`src/rtl/pwm_cfg_pkg.sv`:
```
// Shared types and register map for the pwm configuration sequencer.
package pwm_cfg_pkg;

  typedef enum logic [1:0] {
    StIdle,
    StSetup,
    StAccess,
    StDone
  } state_e;

  typedef enum logic [1:0] {
    WPeriod = 2'd0,
    WDuty   = 2'd1,
    WCtrl   = 2'd2
  } widx_e;

  localparam logic [7:0] CtrlOfs   = 8'h00;
  localparam logic [7:0] PeriodOfs = 8'h04;
  localparam logic [7:0] DutyOfs   = 8'h08;
  localparam logic [7:0] ChStride  = 8'h10;

  function automatic logic [7:0] reg_ofs(widx_e idx);
    unique case (idx)
      WPeriod: return PeriodOfs;
      WDuty:   return DutyOfs;
      default: return CtrlOfs;
    endcase
  endfunction

endpackage

```
`src/rtl/pwm_cfg_timeout.sv`:
```
// Wait-state counter: cleared on clr_i, counts while en_i, flags the cycle
// whose increment would reach Limit.
module pwm_cfg_timeout #(
  parameter int unsigned Limit = 255
) (
  input  logic clk_i,
  input  logic rst_ni,
  input  logic clr_i,
  input  logic en_i,
  output logic expired_o
);

  localparam int unsigned CntW = $clog2(Limit + 1);

  logic [CntW-1:0] cnt_q, cnt_d;

  always_comb begin
    cnt_d = cnt_q;
    if (clr_i) begin
      cnt_d = '0;
    end else if (en_i && (cnt_q != CntW'(Limit))) begin
      cnt_d = cnt_q + 1'b1;
    end
  end

  assign expired_o = en_i && (cnt_q == CntW'(Limit - 1));

  always_ff @(posedge clk_i) begin
    if (!rst_ni) begin
      cnt_q <= '0;
    end else begin
      cnt_q <= cnt_d;
    end
  end

endmodule

```
`src/rtl/pwm_cfg_sequencer.sv`:
```
// APB write master that programs one pwm channel per request:
// PERIOD, DUTY, CTRL when enabling, or a single CTRL=0 when disabling.
module pwm_cfg_sequencer
  import pwm_cfg_pkg::*;
#(
  parameter int unsigned                P_ADDR_BITWIDTH = 32,
  parameter int unsigned                P_DATA_BITWIDTH = 32,
  parameter logic [P_ADDR_BITWIDTH-1:0] P_BASE_ADDR     = '0,
  parameter int unsigned                P_TIMEOUT       = 255
) (
  input  logic                       PCLK,
  input  logic                       PRESETn,
  input  logic                       req_valid,
  output logic                       req_ready,
  input  logic [1:0]                 req_ch,
  input  logic                       req_en,
  input  logic [P_DATA_BITWIDTH-1:0] req_period,
  input  logic [P_DATA_BITWIDTH-1:0] req_duty,
  output logic [P_ADDR_BITWIDTH-1:0] PADDR,
  output logic                       PSEL,
  output logic                       PENABLE,
  output logic                       PWRITE,
  output logic [P_DATA_BITWIDTH-1:0] PWDATA,
  input  logic                       PREADY,
  input  logic                       PSLVERR,
  output logic                       done_valid,
  output logic                       done_err,
  output logic                       done_timeout,
  output logic                       done_clamped
);

  state_e                     state_q, state_d;
  widx_e                      idx_q, idx_d;
  logic [1:0]                 ch_q, ch_d;
  logic                       en_q, en_d;
  logic [P_DATA_BITWIDTH-1:0] period_q, period_d;
  logic [P_DATA_BITWIDTH-1:0] duty_q, duty_d;
  logic                       err_q, err_d;
  logic                       timeout_q, timeout_d;
  logic                       clamped_q, clamped_d;
  logic                       to_clr, to_en, to_expired;
  logic [P_ADDR_BITWIDTH-1:0] addr;
  logic [P_DATA_BITWIDTH-1:0] wdata;

  pwm_cfg_timeout #(
    .Limit(P_TIMEOUT)
  ) u_timeout (
    .clk_i    (PCLK),
    .rst_ni   (PRESETn),
    .clr_i    (to_clr),
    .en_i     (to_en),
    .expired_o(to_expired)
  );

  always_comb begin
    state_d   = state_q;
    idx_d     = idx_q;
    ch_d      = ch_q;
    en_d      = en_q;
    period_d  = period_q;
    duty_d    = duty_q;
    err_d     = err_q;
    timeout_d = timeout_q;
    clamped_d = clamped_q;
    to_clr    = 1'b0;
    to_en     = 1'b0;
    unique case (state_q)
      StIdle: begin
        if (req_valid) begin
          ch_d      = req_ch;
          en_d      = req_en;
          period_d  = req_period;
          clamped_d = req_duty > req_period;
          duty_d    = (req_duty > req_period) ? req_period : req_duty;
          err_d     = 1'b0;
          timeout_d = 1'b0;
          idx_d     = req_en ? WPeriod : WCtrl;
          state_d   = StSetup;
        end
      end
      StSetup: begin
        to_clr  = 1'b1;
        state_d = StAccess;
      end
      StAccess: begin
        if (PREADY) begin
          if (PSLVERR) begin
            err_d   = 1'b1;
            state_d = StDone;
          end else if (idx_q == WCtrl) begin
            state_d = StDone;
          end else begin
            idx_d   = (idx_q == WPeriod) ? WDuty : WCtrl;
            state_d = StSetup;
          end
        end else begin
          to_en = 1'b1;
          if (to_expired) begin
            timeout_d = 1'b1;
            state_d   = StDone;
          end
        end
      end
      default: state_d = StIdle;
    endcase
  end

  always_comb begin
    addr = P_BASE_ADDR + P_ADDR_BITWIDTH'(ch_q) * P_ADDR_BITWIDTH'(ChStride)
         + P_ADDR_BITWIDTH'(reg_ofs(idx_q));
    unique case (idx_q)
      WPeriod: wdata = period_q;
      WDuty:   wdata = duty_q;
      default: wdata = P_DATA_BITWIDTH'(en_q);
    endcase
  end

  // Bus outputs are zero whenever no transfer is in flight.
  always_comb begin
    PSEL         = (state_q == StSetup) || (state_q == StAccess);
    PENABLE      = (state_q == StAccess);
    PWRITE       = PSEL;
    PADDR        = PSEL ? addr : '0;
    PWDATA       = PSEL ? wdata : '0;
    req_ready    = (state_q == StIdle);
    done_valid   = (state_q == StDone);
    done_err     = done_valid && err_q;
    done_timeout = done_valid && timeout_q;
    done_clamped = done_valid && clamped_q;
  end

  always_ff @(posedge PCLK) begin
    if (!PRESETn) begin
      state_q   <= StIdle;
      idx_q     <= WPeriod;
      ch_q      <= '0;
      en_q      <= 1'b0;
      period_q  <= '0;
      duty_q    <= '0;
      err_q     <= 1'b0;
      timeout_q <= 1'b0;
      clamped_q <= 1'b0;
    end else begin
      state_q   <= state_d;
      idx_q     <= idx_d;
      ch_q      <= ch_d;
      en_q      <= en_d;
      period_q  <= period_d;
      duty_q    <= duty_d;
      err_q     <= err_d;
      timeout_q <= timeout_d;
      clamped_q <= clamped_d;
    end
  end

endmodule

```
`config.mk`:
```
export PLATFORM = sky130hd
export DESIGN_NAME = pwm_cfg_sequencer
export DESIGN_NICKNAME = d
export VERILOG_FILES = /design/src/rtl/pwm_cfg_pkg.sv /design/src/rtl/pwm_cfg_timeout.sv /design/src/rtl/pwm_cfg_sequencer.sv
export SDC_FILE = /design/constraint.sdc
export NUM_CORES = 1
export LEC_CHECK = 0
export ABC_CLOCK_PERIOD_IN_PS = 2000
export CORE_MARGIN = 2
export CORE_UTILIZATION = 43
export CTS_CLUSTER_DIAMETER = 200
export DETAILED_ROUTE_END_ITERATION = 7
export PLACE_DENSITY = 0.8
export SLEW_MARGIN = 20
export SYNTH_ARGS = -nofsm -noshare
export SYNTH_HDL_FRONTEND = slang
export SYNTH_SLANG_ARGS = --single-unit
```
`constraint.sdc`:
```
create_clock -name PCLK -period 2 [get_ports PCLK]
set_input_delay 0.2 -clock PCLK [delete_from_list [all_inputs] [get_ports PCLK]]
set_output_delay 0.2 -clock PCLK [all_outputs]
set_load 0.005 [all_outputs]
```
==> reports/qor.json <==
{
  "synthFlopType": "sky130_fd_sc_hd__dfxtp_1",
  "place.detailed.hpwl_um": 10400,
  "routed_wl_um": 20600,
  "cts.sinks": 82,
  "clk_pin_slew_worst_paths_ps": 70,
  "synth_enable_flop_cells": 0,
  "critical_path_arrival_ps": 2430,
  "synth_xor_xnor_area_share_pct": 0.898,
  "grt_start_max_net_pins": 37,
  "grt_overflow_total": 0,
  "synthDominantAreaCellType": "sky130_fd_sc_hd__dfxtp_1",
  "synth_largest_type_area_fraction_pct": 33.7,
  "drc": 0,
  "buffer_ports.inserted": 115,
  "share_of_flip_flops_with_an_asynchronous_set_or_reset_pct": 0,
  "clock_latency_at_the_later_pin_of_the_worst_skew_pair_ps": 350,
  "total_leakage_power_uw": 0.00328,
  "cell_types_occupying_the_most_area_after_synthesis": "sky130_fd_sc_hd__dfxtp_1 (34%), sky130_fd_sc_hd__ha_1 (9.8%), sky130_fd_sc_hd__a21oi_1 (9.4%), sky130_fd_sc_hd__o21ai_0 (6.8%), sky130_fd_sc_hd__nand2_1 (6.5%)",
  "dominant_combinational_cell_family_by_area_after_synthesis": "compound AO/OA/AOI/OAI gates",
  "final_util_pct": 69.2,
  "finish.cell_count_without_fillers": 958,
  "multiplexer_fraction_of_the_synthesized_cell_area_pct": 0.205,
  "crit_required_ps": 2280,
  "irDropWorstVdd_mv": 0.510,
  "antenna_left": 0,
  "die_area_sq_um": 12200,
  "grt_first_pass_wirelength_um": 28300,
  "tns_ps": -2960,
  "total_number_of_nets_in_the_final_design": 923,
  "ff2ff_setup_slack_ps": 140,
  "slowest_stage": "sky130_fd_sc_hd__a2111o_1",
  "post_synth_most_frequent_cells": "sky130_fd_sc_hd__a21oi_1 (92), sky130_fd_sc_hd__nand2_1 (85), sky130_fd_sc_hd__dfxtp_1 (82), sky130_fd_sc_hd__o21ai_0 (66), sky130_fd_sc_hd__inv_1 (40)",
  "number_of_antenna_violations_at_the_first_check_in_global_routing": 0,
  "pwr_density_cell_nw_per_um2": 882,
  "yosys.cell_types.count": 46,
  "cts_bufs_inserted": 9,
  "criticalPathCategory": "primary input to flop",
  "syn2layout_area_growth_pct": 55.3,
  "fmax_mhz": 465,
  "clk_root_buffer_cell": "sky130_fd_sc_hd__clkbuf_16",
  "first_pass_iters": 7,
  "violations": "negative setup slack",
  "detail_route.iter0.violations": 665,
  "die_x_um": 110,
  "rows": 38,
  "synth_compound_gate_area_share_pct": 30.0,
  "layout_worst_path_cycle_share_pct": 108,
  "wire_per_inst_um": 21.5,
  "cpPeakStageDelay_ps": 520,
  "worstSetupEndpointType": "flop",
  "ctsLongestPathBuffers": 2,
  "synth.yosys.seq_area_share_pct": 33.7,
  "synthMostInstantiatedCell": "sky130_fd_sc_hd__a21oi_1",
  "ys_seq_elements": 82,
  "rsz0062_at_grt": "true",
  "worstPathMaxFanout": 6,
  "tritoncts_clock_tree": "built",
  "vias_in_the_first_global_route": 5594,
  "finalHoldViolations": 0,
  "min_period_ps": 2150,
  "core_region_area_sq_um": 10900,
  "global_route.usage.total_pct": 28.5,
  "yosys.area_share.adder_pct": 9.75,
  "post-place-cells": 886,
  "die_height_um": 110,
  "pin_count": 144,
  "critPathLaunchType": "primary input",
  "most_frequent_cell_on_the_critical_path": "sky130_fd_sc_hd__buf_4",
  "status": "complete, but fails checks",
  "antenna_cells": 0,
  "cap_violations": 0,
  "setup_viol": 53,
  "report.final.slew_viol_count": 0,
  "initial_core_util_pct": 44.6,
  "gp_routability_congestion": 0.834,
  "synth_simple_gate_area_share_pct": 13.7,
  "synth_area_per_cell_sq_um": 7.80,
  "final.setup_skew_ps": 5.61,
  "via_per_inst": 6.13,
  "routed-via-count": 5874,
  "synth-warning-count": 0,
  "cts-htree-levels": 3,
  "path_cells": "buf_4 > inv_1 > ha_1 > nor2b_2 > o211ai_1 > a2111o_1 > a31oi_4 > buf_4 > clkbuf_16 > o21ai_0 > a21oi_1",
  "num-fill-cells": 774,
  "netlist_area_sq_um": 4870,
  "final.setup.worst_slack_ps": -151,
  "hp-class": "primary input to flop",
  "drive_gt1_share_pct": 36.2,
  "synthesis.instances": 625
}
## report_power, final
part | internal, uW | switching (uW)
logic | 1260 | 1510
clock network | 1110 | 700
registers | 1920 | 167
## metrics by stage
step / total power (uW) / hold WS, ps / setup WS, ps / cell area [sq um]
2_1_floorplan: 3270 / 296 / 144 / 4980
3_3_place_gp: 4170 / 440 / -531 / 6340
3_5_place_dp: 4270 / 446 / -601 / 6340
4_1_cts: 6310 / 257 / -128 / 7240
5_1_grt: 6900 / 134 / -256 / 7570
6_report: 6670 / 106 / -151 / 7570
## cell type report
class / count / area, sq um / area share (%)
multi-input cells: 461 / 3390 / 44.8
clock inverters: 1 / 30.0 / 0.397
repair buffers: 219 / 1890 / 25.0
well taps: 140 / 175 / 2.31
flip-flops and latches: 82 / 1640 / 21.7
inverters: 40 / 150 / 1.98
clock buffers: 15 / 288 / 3.80
## placed cells by master (no fill, tap or decap), types with 17 or more instances in the layout
cell / netlist / final
sky130_fd_sc_hd__buf_2: 3 / 21
sky130_fd_sc_hd__conb_1: 1 / 28
sky130_fd_sc_hd__a22o_1: 31 / 31
sky130_fd_sc_hd__ha_4: 0 / 22
sky130_fd_sc_hd__nand2_1: 85 / 83
sky130_fd_sc_hd__clkbuf_2: 4 / 59
sky130_fd_sc_hd__dfxtp_1: 82 / 80
sky130_fd_sc_hd__o21ai_0: 66 / 44
sky130_fd_sc_hd__nor2_1: 18 / 17
sky130_fd_sc_hd__a21oi_1: 92 / 83
sky130_fd_sc_hd__inv_1: 40 / 24
sky130_fd_sc_hd__o21ai_1: 10 / 21
sky130_fd_sc_hd__buf_4: 32 / 71
sky130_fd_sc_hd__a31oi_1: 32 / 17
## final timing paths
kind	end	cells after the start	from
hold / removal	period_q[21]$_SDFFE_PN0P_	3	req_period[21]
setup / recovery	duty_q[13]$_SDFFE_PN0P_	11	req_period[1]
setup reg to reg	u_timeout.cnt_q[5]$_SDFFE_PP0P_	10	state_q[0]$_SDFFE_PN0P_
hold reg to reg	period_q[2]$_SDFFE_PN0P_	2	period_q[2]$_SDFFE_PN0P_
## registers in the layout, indices dropped and copies added (netlist names)
register         count
ch_q                 2
timeout_q            1
duty_q              32
clamped_q            1
state_q              2
u_timeout.cnt_q      8
en_q                 1
idx_q                2
period_q            32
err_q                1
## worst max-delay path: cells and delay by family
family,cells,cell delay [ps]
buffers and inverters,4,490
AOI/OAI and AO/OA,5,1240
adders and majority gates,1,330
and+or+nand+nor,1,180
## repair_timing
action | CTS | global route
hold buffers | 0 | 0
pin swaps | 44 | 61
setup buffers | 21 | 22
endpoints found under the setup margin | 69 | 66
gates cloned | 11 | 3
resized for setup | 251 | 193
## layer usage
| layer | global-route usage [%] | share of wire (%) | vias to the layer above |
|---|---|---|---|
| li1 | - | - | 2557 |
| met1 | 34.0 | 37 | 2720 |
| met2 | 47.3 | 47 | 450 |
| met3 | 5.82 | 9.8 | 147 |
| met4 | 16.8 | 6.6 | 0 |
| met5 | 0 | 0 | - |
## cell families after synthesis
group           Yosys count
buf+inv                 112
fa+ha+maj                38
other cells               1
mux                       1
compound gates          245
xor+xnor                  5
flops                    82
simple gates            141
No activity file was read; power rests on OpenSTA's default activity.
